$ cat src/rtl/compute_sched_pkg.sv
// ============================================================================
// Module      : compute_sched_pkg
// Description : Shared opcodes, FSM encoding and data width for compute_scheduler.
// Revision    : 1.0 - initial release
// ============================================================================
`default_nettype none

package compute_sched_pkg;

    localparam int DATA_W = 8;

    localparam logic [1:0] OP_ADD   = 2'b00;
    localparam logic [1:0] OP_MUL   = 2'b01;
    localparam logic [1:0] OP_MAC   = 2'b10;
    localparam logic [1:0] OP_RDCLR = 2'b11;

    typedef enum logic [1:0] {
        S_IDLE = 2'd0,
        S_EXEC = 2'd1,
        S_ACC  = 2'd2,
        S_DONE = 2'd3
    } state_t;

endpackage

`default_nettype wire

$ cat src/rtl/eight_bit_full_adder_module.sv
// ============================================================================
// Module      : eight_bit_full_adder_module
// Description : 8-bit ripple-style adder with carry in and carry out.
// Revision    : 1.0 - initial release
// ============================================================================
`default_nettype none

module eight_bit_full_adder_module (
    input  logic [7:0] a,
    input  logic [7:0] b,
    input  logic       cin,
    output logic [7:0] sum,
    output logic       cout
);

    assign {cout, sum} = {1'b0, a} + {1'b0, b} + {8'd0, cin};

endmodule

`default_nettype wire

$ cat src/rtl/eight_bit_multiplier_module.sv
// ============================================================================
// Module      : eight_bit_multiplier_module
// Description : 8x8 unsigned multiplier with full 16-bit product.
// Revision    : 1.0 - initial release
// ============================================================================
`default_nettype none

module eight_bit_multiplier_module (
    input  logic [7:0]  a,
    input  logic [7:0]  b,
    output logic [15:0] product
);

    assign product = {8'd0, a} * {8'd0, b};

endmodule

`default_nettype wire

$ cat src/rtl/rr_arbiter2.sv
// ============================================================================
// Module      : rr_arbiter2
// Description : Two-way round-robin picker; on a tie the requester not granted
//               last wins.
// Revision    : 1.0 - initial release
// ============================================================================
`default_nettype none

module rr_arbiter2 (
    input  logic req0,
    input  logic req1,
    input  logic last_gnt,
    output logic win_valid,
    output logic win_id
);

    assign win_valid = req0 | req1;
    assign win_id    = (req0 & req1) ? ~last_gnt : req1;

endmodule

`default_nettype wire

$ cat src/rtl/compute_scheduler.sv
// ============================================================================
// Module      : compute_scheduler
// Description : Round-robin scheduler sharing one adder and one multiplier
//               between two requesters. MAC/RDCLR and the per-requester
//               accumulators exist only when COMPUTE_SCHED_MAC_EN is defined.
// Revision    : 1.0 - initial release
// ============================================================================
`default_nettype none

module compute_scheduler
    import compute_sched_pkg::*;
(
    input  logic              CLK,
    input  logic              RST,
    input  logic              req0,
    input  logic              req1,
    input  logic [1:0]        op0,
    input  logic [1:0]        op1,
    input  logic [DATA_W-1:0] a0,
    input  logic [DATA_W-1:0] b0,
    input  logic [DATA_W-1:0] a1,
    input  logic [DATA_W-1:0] b1,
    output logic              gnt0,
    output logic              gnt1,
    output logic              done,
    output logic              done_id,
    output logic [DATA_W-1:0] result,
    output logic              cout,
    output logic              err
);

    state_t              r_state;
    state_t              w_next_state;

    logic                r_id;
    logic [1:0]          r_op;
    logic [DATA_W-1:0]   r_a;
    logic [DATA_W-1:0]   r_b;
    logic                r_last_gnt;
    logic [DATA_W-1:0]   r_result;
    logic                r_cout;
    logic                r_err;
    logic                r_done_id;

    logic                w_win_valid;
    logic                w_win_id;
    logic                w_capture;
    logic                w_fin;
    logic [DATA_W-1:0]   w_res;
    logic                w_co;
    logic                w_er;
    logic [DATA_W-1:0]   w_add_a;
    logic [DATA_W-1:0]   w_add_b;
    logic [DATA_W-1:0]   w_sum;
    logic                w_add_cout;
    logic [2*DATA_W-1:0] w_product;
    logic [DATA_W-1:0]   w_unused_prod_hi;

`ifdef COMPUTE_SCHED_MAC_EN
    logic [DATA_W-1:0]   r_acc0;
    logic [DATA_W-1:0]   r_acc1;
    logic [DATA_W-1:0]   r_p;
    logic [DATA_W-1:0]   w_acc_sel;
    logic                w_acc_wr;
    logic                w_acc_clr;

    assign w_acc_sel = r_id ? r_acc1 : r_acc0;
`endif

    assign w_unused_prod_hi = w_product[2*DATA_W-1:DATA_W];

    rr_arbiter2 u_arb (
        .req0      (req0),
        .req1      (req1),
        .last_gnt  (r_last_gnt),
        .win_valid (w_win_valid),
        .win_id    (w_win_id)
    );

    eight_bit_full_adder_module u_add (
        .a    (w_add_a),
        .b    (w_add_b),
        .cin  (1'b0),
        .sum  (w_sum),
        .cout (w_add_cout)
    );

    eight_bit_multiplier_module u_mul (
        .a       (r_a),
        .b       (r_b),
        .product (w_product)
    );

    always_ff @(posedge CLK or posedge RST) begin
        if (RST) begin
            r_state <= S_IDLE;
        end else begin
            r_state <= w_next_state;
        end
    end

    // Next state, adder input steering and the value latched on entry to DONE.
    always_comb begin
        w_next_state = r_state;
        w_capture    = 1'b0;
        w_fin        = 1'b0;
        w_res        = '0;
        w_co         = 1'b0;
        w_er         = 1'b0;
        w_add_a      = r_a;
        w_add_b      = r_b;
`ifdef COMPUTE_SCHED_MAC_EN
        w_acc_wr     = 1'b0;
        w_acc_clr    = 1'b0;
`endif
        case (r_state)
            S_IDLE: begin
                if (w_win_valid) begin
                    w_capture    = 1'b1;
                    w_next_state = S_EXEC;
                end
            end
            S_EXEC: begin
                w_next_state = S_DONE;
                w_fin        = 1'b1;
                case (r_op)
                    OP_ADD: begin
                        w_res = w_sum;
                        w_co  = w_add_cout;
                    end
                    OP_MUL: begin
                        w_res = w_product[DATA_W-1:0];
                    end
`ifdef COMPUTE_SCHED_MAC_EN
                    OP_MAC: begin
                        w_fin        = 1'b0;
                        w_next_state = S_ACC;
                    end
                    default: begin
                        w_res     = w_acc_sel;
                        w_acc_clr = 1'b1;
                    end
`else
                    default: begin
                        w_er = 1'b1;
                    end
`endif
                endcase
            end
`ifdef COMPUTE_SCHED_MAC_EN
            S_ACC: begin
                w_add_a      = r_p;
                w_add_b      = w_acc_sel;
                w_res        = w_sum;
                w_co         = w_add_cout;
                w_acc_wr     = 1'b1;
                w_fin        = 1'b1;
                w_next_state = S_DONE;
            end
`endif
            S_DONE: begin
                w_next_state = S_IDLE;
            end
            default: begin
                w_next_state = S_IDLE;
            end
        endcase
    end

    always_ff @(posedge CLK or posedge RST) begin
        if (RST) begin
            r_id       <= 1'b0;
            r_op       <= OP_ADD;
            r_a        <= '0;
            r_b        <= '0;
            r_last_gnt <= 1'b1;
            r_result   <= '0;
            r_cout     <= 1'b0;
            r_err      <= 1'b0;
            r_done_id  <= 1'b0;
        end else begin
            if (w_capture) begin
                r_id       <= w_win_id;
                r_last_gnt <= w_win_id;
                r_op       <= w_win_id ? op1 : op0;
                r_a        <= w_win_id ? a1  : a0;
                r_b        <= w_win_id ? b1  : b0;
            end
            if (w_fin) begin
                r_result  <= w_res;
                r_cout    <= w_co;
                r_err     <= w_er;
                r_done_id <= r_id;
            end
        end
    end

`ifdef COMPUTE_SCHED_MAC_EN
    always_ff @(posedge CLK or posedge RST) begin
        if (RST) begin
            r_acc0 <= '0;
            r_acc1 <= '0;
            r_p    <= '0;
        end else begin
            if (r_state == S_EXEC && r_op == OP_MAC) begin
                r_p <= w_product[DATA_W-1:0];
            end
            if (w_acc_clr || w_acc_wr) begin
                if (r_id) begin
                    r_acc1 <= w_acc_clr ? '0 : w_sum;
                end else begin
                    r_acc0 <= w_acc_clr ? '0 : w_sum;
                end
            end
        end
    end
`endif

    // EXEC and DONE each last exactly one cycle, so grant/done decode from state.
    assign gnt0    = (r_state == S_EXEC) & ~r_id;
    assign gnt1    = (r_state == S_EXEC) &  r_id;
    assign done    = (r_state == S_DONE);
    assign done_id = r_done_id;
    assign result  = r_result;
    assign cout    = r_cout;
    assign err     = r_err;

endmodule

`default_nettype wire

$ cat config.mk
export PLATFORM = sky130hd
export DESIGN_NAME = compute_scheduler
export DESIGN_NICKNAME = d
export VERILOG_FILES = /design/src/rtl/compute_sched_pkg.sv /design/src/rtl/eight_bit_full_adder_module.sv /design/src/rtl/eight_bit_multiplier_module.sv /design/src/rtl/rr_arbiter2.sv /design/src/rtl/compute_scheduler.sv
export SDC_FILE = /design/constraint.sdc
export NUM_CORES = 1
export LEC_CHECK = 0
export ABC_AREA = 1
export BUFFER_PORTS_ARGS = -buffer_cell sky130_fd_sc_hd__buf_4
export CAP_MARGIN = 0
export CORE_ASPECT_RATIO = 1.1
export CORE_MARGIN = 2
export CORE_UTILIZATION = 23
export CTS_BUF_LIST = sky130_fd_sc_hd__clkbuf_4 sky130_fd_sc_hd__clkbuf_8
export DETAILED_ROUTE_END_ITERATION = 8
export PLACE_DENSITY = 0.44
export SLEW_MARGIN = 20
export SYNTH_ARGS = -nofsm -noshare
export SYNTH_HDL_FRONTEND = slang
export SYNTH_HIERARCHICAL = 1
export SYNTH_SLANG_ARGS = --single-unit
$ cat constraint.sdc
create_clock -name CLK -period 4.1 [get_ports CLK]
set_input_delay 0.82 -clock CLK [delete_from_list [all_inputs] [get_ports CLK]]
set_output_delay 0.82 -clock CLK [all_outputs]
set_load 0.1 [all_outputs]
-- Yosys cells after proc, flatten, opt, wreduce, memory -nomap -nowiden
Cells that the tools add are included.
- bits in registers: 33
- bits of input ports: 40
- output and inout port bits: 14
- word-level logic and storage cells: 40
- add/subtract/negate cells: 1
- $mul: 1
- equality and inequality tests: 4
- muxes and demuxes: 15
- bitwise operators: 6
- reduce and logical (&&, ||, !) cells: 3
- operator list (kind ; count):
    8-bit two-way mux ; 3
    8-bit case mux with 2 select lines ; 1
    8-bit by 8-bit adder with 9-bit output ; 1
    8-bit by 8-bit multiplier with 8-bit output ; 1
    1-bit two-way mux ; 8
    2-bit by 1-bit == test with 1-bit output, second input constant ; 2
    2-bit zero test ; 2
    2-bit two-way mux ; 2
    2-bit case mux with 2 select lines ; 1
    1-bit AND ; 3
    2-bit == test, second input constant ; 1
    2-bit by 1-bit != test with 1-bit output, second input constant ; 1
    1-bit NOT ; 2
    2-bit OR reduction ; 1
    1-bit bitwise OR ; 1

-- Longest topological paths before layout
Gate-level depths: netlist of the first run.
- depth after elaboration: 4
- depth in mapped cells: 19
- mapped depth without buffers: 18

-- By module
The synthesis of the first run kept the hierarchy.
- by module, submodules not included (module ; instances ; cells an instance ; area an instance (um2) ; sequential area each (um2)):
    eight_bit_multiplier_module ; 1 ; 378 ; 2399.8 ; 0.0
    compute_scheduler ; 1 ; 236 ; 1639.1 ; 827.0
    eight_bit_full_adder_module ; 1 ; 59 ; 384.1 ; 0.0
    rr_arbiter2 ; 1 ; 3 ; 15.0 ; 0.0

-- Worst setup path before layout of the first run
Ideal clock, no wire load.
- path kind: register to register
- from: reg r_a[1]
- to: reg r_result[7], in the netlist result[7]
- data arrival time: 3.668 ns
- data required time: 3.984 ns
- setup slack: 0.315 ns
- cell stages (with the launch flop): 18
- path buffers: 1
- period minus slack after synthesis: 3.785 ns
- cell sequence: dfrtp_1 clkbuf_1 nand2_1 inv_1 fa_1 fa_1 inv_1 fa_1 fa_1 inv_1 ha_1 nand2_1 nand3_2 xor2_1 nand3_1 nand2_1 nand2_1 nand2_1
- word-level cells in the longest chain between the ends: 3
- elaborated cells on any way between the ends: 4
- classes of those cells: add/sub (1); mul (1); mux (2)
- RTL lines (element ; line ; RTL):
    start: declaration ; compute_scheduler.sv:37 ; logic [DATA_W-1:0] r_a;
    start signal: assignment ; compute_scheduler.sv:186 ; r_a <= w_win_id ? a1 : a0;
    8-bit by 8-bit multiplier with 8-bit output ; eight_bit_multiplier_module.sv:14 ; assign product = {8'd0, a} * {8'd0, b};
    via w_product[7] ; compute_scheduler.sv:56 ; logic [2*DATA_W-1:0] w_product;
    8-bit case mux with 2 select lines ; compute_scheduler.sv:126 ; case (r_op)
    8-bit two-way mux ; compute_scheduler.sv:116 ; case (r_state)
    end signal: assignment ; compute_scheduler.sv:190 ; r_result <= w_res;
    end: declaration ; compute_scheduler.sv:40 ; logic [DATA_W-1:0] r_result;
The timed path passes the listed nets, and every way through them passes these cells.
A chain may end at the register's enable or synchronous reset.

-- Final worst setup path of the first run
- from: reg r_b[2]
- to: reg r_result[7], in the netlist result[7]
- word-level cells in the longest chain between the ends: 3
- elaborated cells on any way between the ends: 4
- classes of those cells: add/sub (1); mul (1); mux (2)
- RTL lines (element ; line ; RTL):
    start: declaration ; compute_scheduler.sv:38 ; logic [DATA_W-1:0] r_b;
    start signal: assignment ; compute_scheduler.sv:187 ; r_b <= w_win_id ? b1 : b0;
    8-bit by 8-bit multiplier with 8-bit output ; eight_bit_multiplier_module.sv:14 ;
    via w_product[7] ; compute_scheduler.sv:56 ;
    8-bit case mux with 2 select lines ; compute_scheduler.sv:126 ;
    8-bit two-way mux ; compute_scheduler.sv:116 ;
The timed path passes the listed nets, and every way through them passes these cells.

==> summary by stage, run 1 <==
Timing
The total of endpoints with negative setup slack in the final report is 0. The timing-limited maximum frequency is 265 MHz. Measured against its own limit, the worst slew margin works out to 40.8%. Between clock sinks in the finished design, the worst skew comes to 0.00454 ns. Subtracting the final worst setup slack from the clock period gives 3.77 ns. The number of max-slew violations in the final report was 0. Setup total negative slack on the finished layout was measured at 0 ns. Setup repair after global routing left no endpoint under its margin. The worst-margin pin slew is 0.887 ns.

The final worst-path cycle share is 92.0%. The final-layout worst hold slack is 0.489 ns. The number of endpoints with negative hold slack in the final report is 0.

Drt
For this run, design rule violations remaining after detail routing come to 0. The detailed-route vias per instance is 3.95. The final layout contains routed wiring with a total length of 7.26 mm. The detail-routed net length per standard cell is 11.0 um. In this run, the number of DRC markers left after iteration 0 of detailed routing was 93. The count of nets left with antenna violations once routing finished came out at 0. The number of detailed-route iterations in the first pass is 4. For this block, the via count after detailed routing is 2601.

Global route
The number of global-route vias before repair is 2704. The total overflow left after global routing is 0. The initial antenna violation count is 0. The first global-routing pass estimated 12.9 mm of wire. For this run, the total global-route usage over all layers was measured as 10.9%. The pin count of the biggest net entering global routing is 24.

CTS
The number of buffers inserted for hold repair after clock tree synthesis is 0. The clock tree from TritonCTS is built. Clock tree synthesis inserted a total of 5 buffers.

The largest buffer count on any clock path is 2. The cell at the root of the clock tree is sky130_fd_sc_hd__clkbuf_8. The number of clock sinks seen by CTS is 33. The later-pin clock latency in the skew report is 0.29 ns. Buffers added to address setup during post-CTS repair amount to 0.

The clock-pin slew on the worst setup and hold paths is 0.08 ns. The depth of the CTS H-tree is 2. Gates resized during post-CTS repair numbered 0.

Power
After layout, the design draws a total of 0.00351 W. Dividing total power by cell area gives a power density of 933 mW/mm2. In this run, the combinational gates consume 69.0% of the power. Per report_power, the sequential group accounts for 20.1% of the total. Net switching is 56.2% of the power.

The worst-case vdd ir drop is 0.285 mV. The net switching component of the power is 0.00197 W. The clock share of power is 10.9%. The leakage power is 2.36 nW.

Cell internal power was estimated by the tool at 0.00154 W.

Cells and area
The area added between synthesis and finish is 20.9%. The final net count is 581. Across the whole layout, storage elements account for 827 um2. The proportion of layout cells with a drive suffix above 1 is 16.5%. The final standard cell area without fillers is 0.00376 mm2. Counting the fill cells in the layout gives 1497.

The final design utilization is 28.5%. In the final layout, the multi-input gates occupy 0.00184 mm2. The number of antenna diodes is 0.

Synthesis
After technology mapping, the gate count stands at 459. When the netlist entered floorplanning its net count stood at 543. The mean area per synthesized cell is 6.78 um2. The netlist area before placement is 0.00311 mm2. The synthesis warning total is 6.

Placement
After detailed placement, the total cell area comes to 0.00363 mm2. The HPWL after detailed placement is 5.90 mm. The count of input and output buffers is 53. The congestion estimate from routability-driven global placement came to 0.816.

Floorplanning
The number of top-level design ports is 54. The area of the core region is 0.0132 mm2. For this configuration, the core starts out at a cell density of 23.6%. The die is 115 um wide.

The die span in y is 126 um. The row count is 44. The area enclosed by the die boundary is 0.0145 mm2.

Worst setup path
In this run the worst path has a maximum fanout of 8. The required time of the worst setup path is 4.28 ns. The worst setup path is of the register to register kind. The element type at the critical path start is a register. The kind of end point of the critical path is a register. At the worst endpoint, the arrival time is 3.96 ns. The most critical setup path has its startpoint at r_b[2].

The startpoint identified for the worst register-to-register timing path is r_b[2].

Worst hold path
In this run the most critical hold path is launched from err. The path class of the tightest hold or removal check is register to register.

Flow run
Max-cap violations in this run came to 0.

Outcome
The run finished with clean final reports.
==> cell usage in the layout, fill, tap and decap left out, drive strengths merged, types with 4 or more instances in the layout <==
master    n
nand3    17
a21oi     4
clkbuf    5
dfrtp    32
nand2   220
nor2      9
buf      56
ha       24
inv      91
fa       20
==> power by group through the flow <==
stage	sequential, W	combinational (W)	clock, W
CTS	0.000710	0.00246	0.000398
global route	0.000737	0.00277	0.000408
detailed placement	0.000716	0.00244	0
global placement	0.000701	0.00243	0
floorplan	0.000984	0.00167	0
finish	0.000706	0.00242	0.000382
==> final cells by class <==
class	count	share of cell area [%]
Multi-Input combinational cell	310	48.8
Clock buffer	5	1.83
Tap cell	161	5.35
Timing Repair Buffer	56	11.2
Inverter	91	9.08
Clock inverter	3	1.83
Sequential cell	33	22.0
==> critical path, cell delays in order (launching register included) <==
cell and delay [ns]:
sky130_fd_sc_hd__dfrtp_1 0.48, sky130_fd_sc_hd__nand2_1 0.09, sky130_fd_sc_hd__inv_1 0.06, sky130_fd_sc_hd__fa_1 0.54, sky130_fd_sc_hd__inv_1 0.06, sky130_fd_sc_hd__fa_1 0.54
sky130_fd_sc_hd__inv_1 0.06, sky130_fd_sc_hd__fa_1 0.53, sky130_fd_sc_hd__inv_1 0.05, sky130_fd_sc_hd__fa_1 0.52, sky130_fd_sc_hd__inv_1 0.04, sky130_fd_sc_hd__ha_1 0.29
sky130_fd_sc_hd__xor2_1 0.16, sky130_fd_sc_hd__nand3_1 0.07, sky130_fd_sc_hd__nand2_1 0.06, sky130_fd_sc_hd__nand2_1 0.07, sky130_fd_sc_hd__nand2_1 0.04
==> per-layer routing <==
layer | share of wire, % | track usage, % | wire length (um) | vias up
met5 | 0 | 0 | 0 | -
met3 | 3.8 | 2.07 | 279 | 4
met4 | 0.61 | 1.91 | 44 | 0
met1 | 49 | 14.7 | 3570 | 1159
met2 | 46 | 18.4 | 3370 | 54
li1 | - | - | - | 1384
==> state kept, by name, summed over array words and instances, names as in the netlist <==
signal,flops
r_last_gnt,1
r_b,8
cout,1
r_op,2
r_state,2
err,1
r_id,1
result,8
done_id,1
r_a,8
==> final timing paths <==
check | endpoint | slack [ns] | cells past startpoint
worst max register to register | result[7] | 0.33 | 16
worst min register to register | err | 0.49 | 2
worst min-delay path | err | 0.49 | 2
worst max-delay path | result[7] | 0.33 | 16
min in group asynchronous | done_id | 0.72 | 2
max in group asynchronous | r_a[5] | 2.68 | 3
==> metrics by stage <==
step	setup slack, ns	cells
final	0.328	659
after floorplan	0.425	459
after global routing	0.108	659
after detailed placement	0.348	651
after CTS	0.295	659
after global placement	0.396	651
Note: power is estimated with default switching activity, not from simulation.
==> run 2, diff against run 1 <==
--- a/config.mk
+++ b/config.mk
@@ -14,6 +14,7 @@
 export CTS_BUF_LIST = sky130_fd_sc_hd__clkbuf_4 sky130_fd_sc_hd__clkbuf_8
 export DETAILED_ROUTE_END_ITERATION = 8
 export PLACE_DENSITY = 0.44
+export REMOVE_ABC_BUFFERS = 1
 export SLEW_MARGIN = 20
 export SYNTH_ARGS = -nofsm -noshare
 export SYNTH_HDL_FRONTEND = slang
==> run 2 against run 1 <==
Effect of this change:
- hold slack gained 0.0059 ns
- clock skew increased by 0.00050 ns
- final area is 1.2% lower
- via count down 0.62%
==> summary by stage, run 2 (synthesis gave the netlist of run 1 again) <==
CTS
The total of cells resized after clock tree synthesis is 0 (unchanged). The number of buffers inserted for hold repair after clock tree synthesis is 0 (unchanged). The cell at the root of the clock tree is sky130_fd_sc_hd__clkbuf_8.

The number of clock sinks seen by CTS is 33 (unchanged). The largest buffer count on any clock path is 2 (unchanged). The depth of the CTS H-tree is 2 (unchanged).

The number of buffers inserted during clock tree synthesis came to 5 (unchanged). The clock-pin slew on the worst setup and hold paths was 0.08 ns (about the same). The later-pin clock latency in the skew report was 0.29 ns (about the same).

The count of buffers added by post-CTS timing repair for setup is 0 (unchanged). TritonCTS built the clock tree.

Worst setup path
The maximum net fanout on the critical path was 8 (unchanged). The worst setup path is captured at a register. The critical path class is register to register.

The worst setup path is launched from a register. The required time of the worst setup path is 4.29 ns (about the same). The data arrival time of the critical path came to 3.92 ns (-0.04 ns).

Floorplanning
The die span in y is 126 um (unchanged). The initial standard-cell utilization of the core is 23.6% (unchanged). The horizontal die dimension is 115 um (unchanged).

The area enclosed by the die boundary is 0.0145 mm2 (unchanged). The number of top-level design ports is 54 (unchanged). The area of the core region is 0.0132 mm2 (unchanged). The row count was 44 (unchanged).

Power
The power per cell area came to 915 mW/mm2 (-1.9%). The worst-case vdd ir drop is 0.328 mV (+15%). The total power draw is 0.00340 W (-3.0%). The leakage power was 2.34 nW (-0.84%).

Drt
The detailed router's first-iteration violation count came to 68 (-27%). The total number of vias was 2585 (-0.62%). The post-detailed-route DRC marker count is 0 (unchanged). The total length of routed wires is 7.31 mm (+0.73%). The detailed-route vias per instance was 3.92 (-0.77%). The count of nets left with antenna violations after detail routing is 0 (unchanged). The number of detailed-route iterations in the first pass is 4 (unchanged). The detail-routed net length per standard cell is 11.1 um (+0.58%).

Cells and area
The number of antenna diodes was 0 (unchanged). The proportion of layout cells with a drive suffix above 1 is 16.6% (+0.17 points). The final net count is 582 (+0.17%). The leading cell type in the layout, fill and taps excluded is sky130_fd_sc_hd__nand2_1. From synthesis to final layout, the design area changed by 19.4%. In the layout the commonest cells are sky130_fd_sc_hd__nand2_1, sky130_fd_sc_hd__inv_1, sky130_fd_sc_hd__buf_4, sky130_fd_sc_hd__dfrtp_1, sky130_fd_sc_hd__ha_1.

Global route
The aggregate global-route resource usage is 10.8% (-0.16 points). The pin count of the biggest net entering global routing was 34 (+42%). The aggregate global routing overflow is 0 (unchanged).

The global-route wire length before repair was 12.7 mm (-1.5%). The initial antenna violation count is 0 (unchanged). The number of global-route vias before repair came to 2746 (+1.6%).

Worst hold path
The path class of the tightest hold or removal check is register to register.

Timing
The minimum clock period after layout is 3.73 ns (-0.0398 ns). The total of endpoints with negative setup slack in the final report was 0 (unchanged). The number of max-slew violations in the final report is 0 (unchanged). The final-layout worst hold slack is 0.495 ns (+0.00593 ns).

The tightest slew margin relative to the limit is 62.3% (+22 points). Setup repair after global routing left no endpoint under its margin. The number of endpoints with negative hold slack in the final report is 0 (unchanged).

The setup total negative slack is 0 ns (unchanged). The timing-limited maximum frequency is 268 MHz (+1.1%). The worst-case clock skew is 0.00505 ns (+0.000504 ns).

The final worst-path cycle share is 91.0% (-0.97 points). The worst setup slack after layout is 0.368 ns (+0.0398 ns). The worst-margin pin slew is 0.565 ns (-0.322 ns).

Flow run
The max-capacitance violation count is 0 (unchanged).

Placement
The HPWL reported at the end of detailed placement is 5.92 mm (+0.35%). The worst-case setup slack after placement is 0.368 ns (+0.0197 ns). The count of input and output buffers is 53 (unchanged).

The routability congestion estimate from global placement is 0.840 (+2.8%).

Outcome
The run finished with clean final reports.
run 2: changes by cell type in the layout (fill, tap and decap cells not counted):
cell	change
sky130_fd_sc_hd__bufinv_16	-2
sky130_fd_sc_hd__clkinvlp_4	+1
sky130_fd_sc_hd__inv_6	-1
sky130_fd_sc_hd__buf_4	+1
sky130_fd_sc_hd__clkinv_2	+2
run 2: worst paths after layout:
path | startpoint | slack [ns] | cells past startpoint | endpoint
worst max-delay path | r_b[2] | 0.37 | 16 | result[7]
worst min-delay path | cout | 0.50 | 2 | cout
worst max register to register | r_b[2] | 0.37 | 16 | result[7]
worst min register to register | cout | 0.50 | 2 | cout
max in group asynchronous | RST | 3.14 | 3 | r_last_gnt
min in group asynchronous | RST | 0.63 | 3 | r_op[0]
run 2: critical path: stages (launching register included):
cell and delay (ns):
sky130_fd_sc_hd__dfrtp_1 0.48, sky130_fd_sc_hd__nand2_1 0.09, sky130_fd_sc_hd__inv_1 0.06, sky130_fd_sc_hd__fa_1 0.53, sky130_fd_sc_hd__inv_1 0.05, sky130_fd_sc_hd__fa_1 0.52, sky130_fd_sc_hd__inv_1 0.05, sky130_fd_sc_hd__fa_1 0.53
sky130_fd_sc_hd__inv_1 0.06, sky130_fd_sc_hd__fa_1 0.52, sky130_fd_sc_hd__inv_1 0.04, sky130_fd_sc_hd__ha_1 0.29, sky130_fd_sc_hd__xor2_1 0.16, sky130_fd_sc_hd__nand3_1 0.07, sky130_fd_sc_hd__nand2_1 0.06, sky130_fd_sc_hd__nand2_1 0.07
sky130_fd_sc_hd__nand2_1 0.04
run 2: through the flow:
| stage | utilization (%) | std cells | cell area [um2] |
|---|---|---|---|
| 2_1_floorplan | - | 434 | 3000 |
| 3_3_place_gp | 27.5 | 652 | 3630 |
| 3_5_place_dp | 27.5 | 652 | 3630 |
| 4_1_cts | 28.2 | 660 | 3720 |
| 5_1_grt | 28.2 | 660 | 3720 |
| 6_report | 28.2 | 660 | 3720 |
run 2: power by group:
group	leakage [nW]	switching [W]	internal [W]	total, W
logic	1.89	0.00164	0.000815	0.00245
registers	0.404	0.000212	0.000490	0.000701
clock network	0.0439	0.000133	0.000117	0.000250
total	2.34	0.00198	0.00142	0.00340
run 2: cell type report:
| class | count | area (um2) |
|---|---|---|
| multi-input cells | 310 | 1840 |
| well taps | 161 | 201 |
| flip-flops and latches | 33 | 827 |
| clock buffers | 5 | 68.8 |
| repair buffers | 57 | 428 |
| clock inverters | 3 | 17.5 |
| inverters | 91 | 342 |
| fillers | 1513 | 9490 |
run 2: routing by layer:
metal	share of wire [%]	GRT usage (%)	vias up	wire length, um
li1	-	-	1383	-
met1	46	13.5	1158	3380
met2	50	19.4	40	3650
met3	3.2	1.68	4	235
met4	0.78	2.13	0	57
met5	0	0	-	0
==> run 3, diff against run 2 <==
--- a/config.mk
+++ b/config.mk
@@ -11,10 +11,10 @@
 export CORE_ASPECT_RATIO = 1.1
 export CORE_MARGIN = 2
 export CORE_UTILIZATION = 23
-export CTS_BUF_LIST = sky130_fd_sc_hd__clkbuf_4 sky130_fd_sc_hd__clkbuf_8
 export DETAILED_ROUTE_END_ITERATION = 8
 export PLACE_DENSITY = 0.44
 export REMOVE_ABC_BUFFERS = 1
+export SETUP_SLACK_MARGIN = 0.05
 export SLEW_MARGIN = 20
 export SYNTH_ARGS = -nofsm -noshare
 export SYNTH_HDL_FRONTEND = slang
==> run 3 against run 2 <==
Effect of this change:
- sequential power barely moved
- core utilization rose by 0.43 points
- sequential cell count did not move
- count of clock-buffer cells in the layout did not move
- critical path depth did not move
- clock skew fell by 0.0024 ns
- worst setup slack improved by 0.0056 ns
- wire length rose by 0.23%
- die area did not move
- cell count did not move
- largest power group unchanged
==> summary by stage, run 3 (synthesis gave the netlist of run 1 again) <==
Timing
The total of endpoints with negative setup slack in the final report is 0 (unchanged). The number of endpoints with negative hold slack in the final report is 0 (unchanged). Setup repair after global routing left no endpoint under its margin. The tightest slew margin relative to the limit is 62.3% (about the same). The timing-limited maximum frequency is 268 MHz (+0.15%).

The final worst-path cycle share was 90.9% (-0.14 points). The worst-case clock skew is 0.00264 ns (-0.00241 ns). The number of max-slew violations in the final report came to 0 (unchanged). The setup total negative slack is 0 ns (unchanged). The worst-margin pin slew is 0.565 ns (+0.000288 ns). The minimum clock period after layout is 3.73 ns (-0.00559 ns).

Drt
The amount of wire on met3 after detailed routing is 249 um (+6.0%). The detail-routed net length per standard cell is 11.1 um (+0.23%). Signal routing reaches up to met4. The count of nets left with antenna violations after detail routing is 0 (unchanged). The total length of routed wires is 7.33 mm (+0.23%). The routed length on met1 is 3.35 mm (-0.95%). The number of detailed-route iterations in the first pass was 4 (unchanged). The length of routed met2 wiring is 3.57 mm (-2.1%).

The total number of vias is 2609 (+0.93%). The post-detailed-route DRC marker count came to 0 (unchanged). The detailed-route vias per instance is 3.95 (+0.93%). The detailed router's first-iteration violation count was 74 (+8.8%).

CTS
The count of buffers added by post-CTS timing repair for setup is 0 (unchanged). The clock tree from TritonCTS is built. The number of buffers inserted for hold repair after clock tree synthesis is 0 (unchanged). The number of buffers inserted during clock tree synthesis is 5 (unchanged). The total of cells resized after clock tree synthesis is 0 (unchanged). The depth of the CTS H-tree was 2 (unchanged). The cell sitting at the root of the clock tree is a sky130_fd_sc_hd__clkbuf_16. The clock-pin slew on the worst setup and hold paths came to 0.06 ns (-0.02 ns). The later-pin clock latency in the skew report is 0.28 ns (about the same). The largest buffer count on any clock path is 2 (unchanged). The number of clock sinks seen by CTS is 33 (unchanged).

Global route
The aggregate global routing overflow is 0 (unchanged). The aggregate global-route resource usage is 10.9% (+0.10 points). The initial antenna violation count is 0 (unchanged). The global-route wire length before repair came to 12.7 mm (+0.11%).

The pin count of the biggest net entering global routing is 34 (unchanged). The number of global-route vias before repair is 2768 (+0.80%).

Cells and area
The proportion of layout cells with a drive suffix above 1 was 16.6% (unchanged). The area added between synthesis and finish is 21.3%. The number of antenna diodes is 0 (unchanged). The leading cell type in the layout, fill and taps excluded is sky130_fd_sc_hd__nand2_1. In the layout the commonest cells are sky130_fd_sc_hd__nand2_1, sky130_fd_sc_hd__inv_1, sky130_fd_sc_hd__buf_4, sky130_fd_sc_hd__dfrtp_1, sky130_fd_sc_hd__ha_1. The final design utilization is 28.6% (+0.43 points). The final net count is 582 (unchanged).

Power
The leakage power is 2.36 nW (+1.1%). The power per cell area is 934 mW/mm2 (+2.0%). The worst-case vdd ir drop is 0.328 mV (about the same).

Floorplanning
The row count is 44 (unchanged). The initial standard-cell utilization of the core is 23.6% (unchanged). The number of top-level design ports came to 54 (unchanged).

The area of the core region is 0.0132 mm2 (unchanged). The area enclosed by the die boundary is 0.0145 mm2 (unchanged). The horizontal die dimension is 115 um (unchanged). The die span in y is 126 um (unchanged).

Flow run
The max-capacitance violation count was 0 (unchanged).

Worst setup path
The element type at the critical path start is a register. The maximum net fanout on the critical path is 8 (unchanged). The data arrival time of the critical path was 3.90 ns (-0.02 ns). The critical path is of the register to register type. The kind of end point of the critical path is a register.

The required time of the worst setup path came to 4.27 ns (-0.02 ns).

Placement
The count of input and output buffers was 53 (unchanged). The routability congestion estimate from global placement came to 0.840 (unchanged). The HPWL reported at the end of detailed placement is 5.92 mm (unchanged).

Outcome
The flow ran to the end, and the final reports show no timing, DRC or antenna violations.

Worst hold path
In this run the worst hold path is classified as register to register.
run 3: changes by cell type in the layout (fill, tap and decap cells not counted):
cell and change:
sky130_fd_sc_hd__clkbuf_16 +5, sky130_fd_sc_hd__clkbuf_8 -5
run 3: cell type report:
class	instances	area [um2]
sequential	33	827
fill	1509	9440
clock buffer	5	125
inverter	91	342
tap	161	201
multi-input combinational	310	1840
clock inverter	3	17.5
timing repair buffer	57	428
run 3: path summary, 6_finish.rpt:
kind,from,endpoint,slack [ns],depth (start not counted)
min,cout,cout,0.49,2
max,r_b[2],result[7],0.37,16
min reg2reg,cout,cout,0.49,2
max in group asynchronous,RST,r_a[3],3.13,3
max reg2reg,r_b[2],result[7],0.37,16
min in group asynchronous,RST,r_op[0],0.64,3
run 3: worst max-delay path: stages (launching register included):
cell	delay, ns
sky130_fd_sc_hd__dfrtp_1	0.47
sky130_fd_sc_hd__nand2_1	0.09
sky130_fd_sc_hd__inv_1	0.06
sky130_fd_sc_hd__fa_1	0.53
sky130_fd_sc_hd__inv_1	0.05
sky130_fd_sc_hd__fa_1	0.52
sky130_fd_sc_hd__inv_1	0.05
sky130_fd_sc_hd__fa_1	0.53
sky130_fd_sc_hd__inv_1	0.06
sky130_fd_sc_hd__fa_1	0.52
sky130_fd_sc_hd__inv_1	0.04
sky130_fd_sc_hd__ha_1	0.29
sky130_fd_sc_hd__xor2_1	0.16
sky130_fd_sc_hd__nand3_1	0.07
sky130_fd_sc_hd__nand2_1	0.06
sky130_fd_sc_hd__nand2_1	0.07
sky130_fd_sc_hd__nand2_1	0.04
run 3: stage by stage:
stage	hold WS [ns]	setup slack, ns	cells	total power, W	instance area (um2)
after floorplan	0.457	0.511	434	0.00258	3000
after global placement	0.483	0.406	652	0.00318	3630
after detailed placement	0.483	0.368	652	0.00321	3630
after CTS	0.499	0.354	660	0.00360	3780
after global routing	0.522	0.0953	660	0.00396	3780
final	0.490	0.373	660	0.00353	3780
run 3: routing by layer:
layer / GRT usage [%] / vias up
met5: 0 / -
met4: 3.83 / 0
met3: 1.73 / 12
met2: 19.0 / 45
met1: 13.4 / 1167
li1: - / 1385
run 3: power breakdown:
| part | leakage [nW] | switching [W] | total [W] | internal [W] |
|---|---|---|---|---|
| sequential | 0.404 | 0.000211 | 0.000702 | 0.000491 |
| clock | 0.0696 | 0.000145 | 0.000368 | 0.000222 |
| combinational | 1.89 | 0.00164 | 0.00246 | 0.000816 |
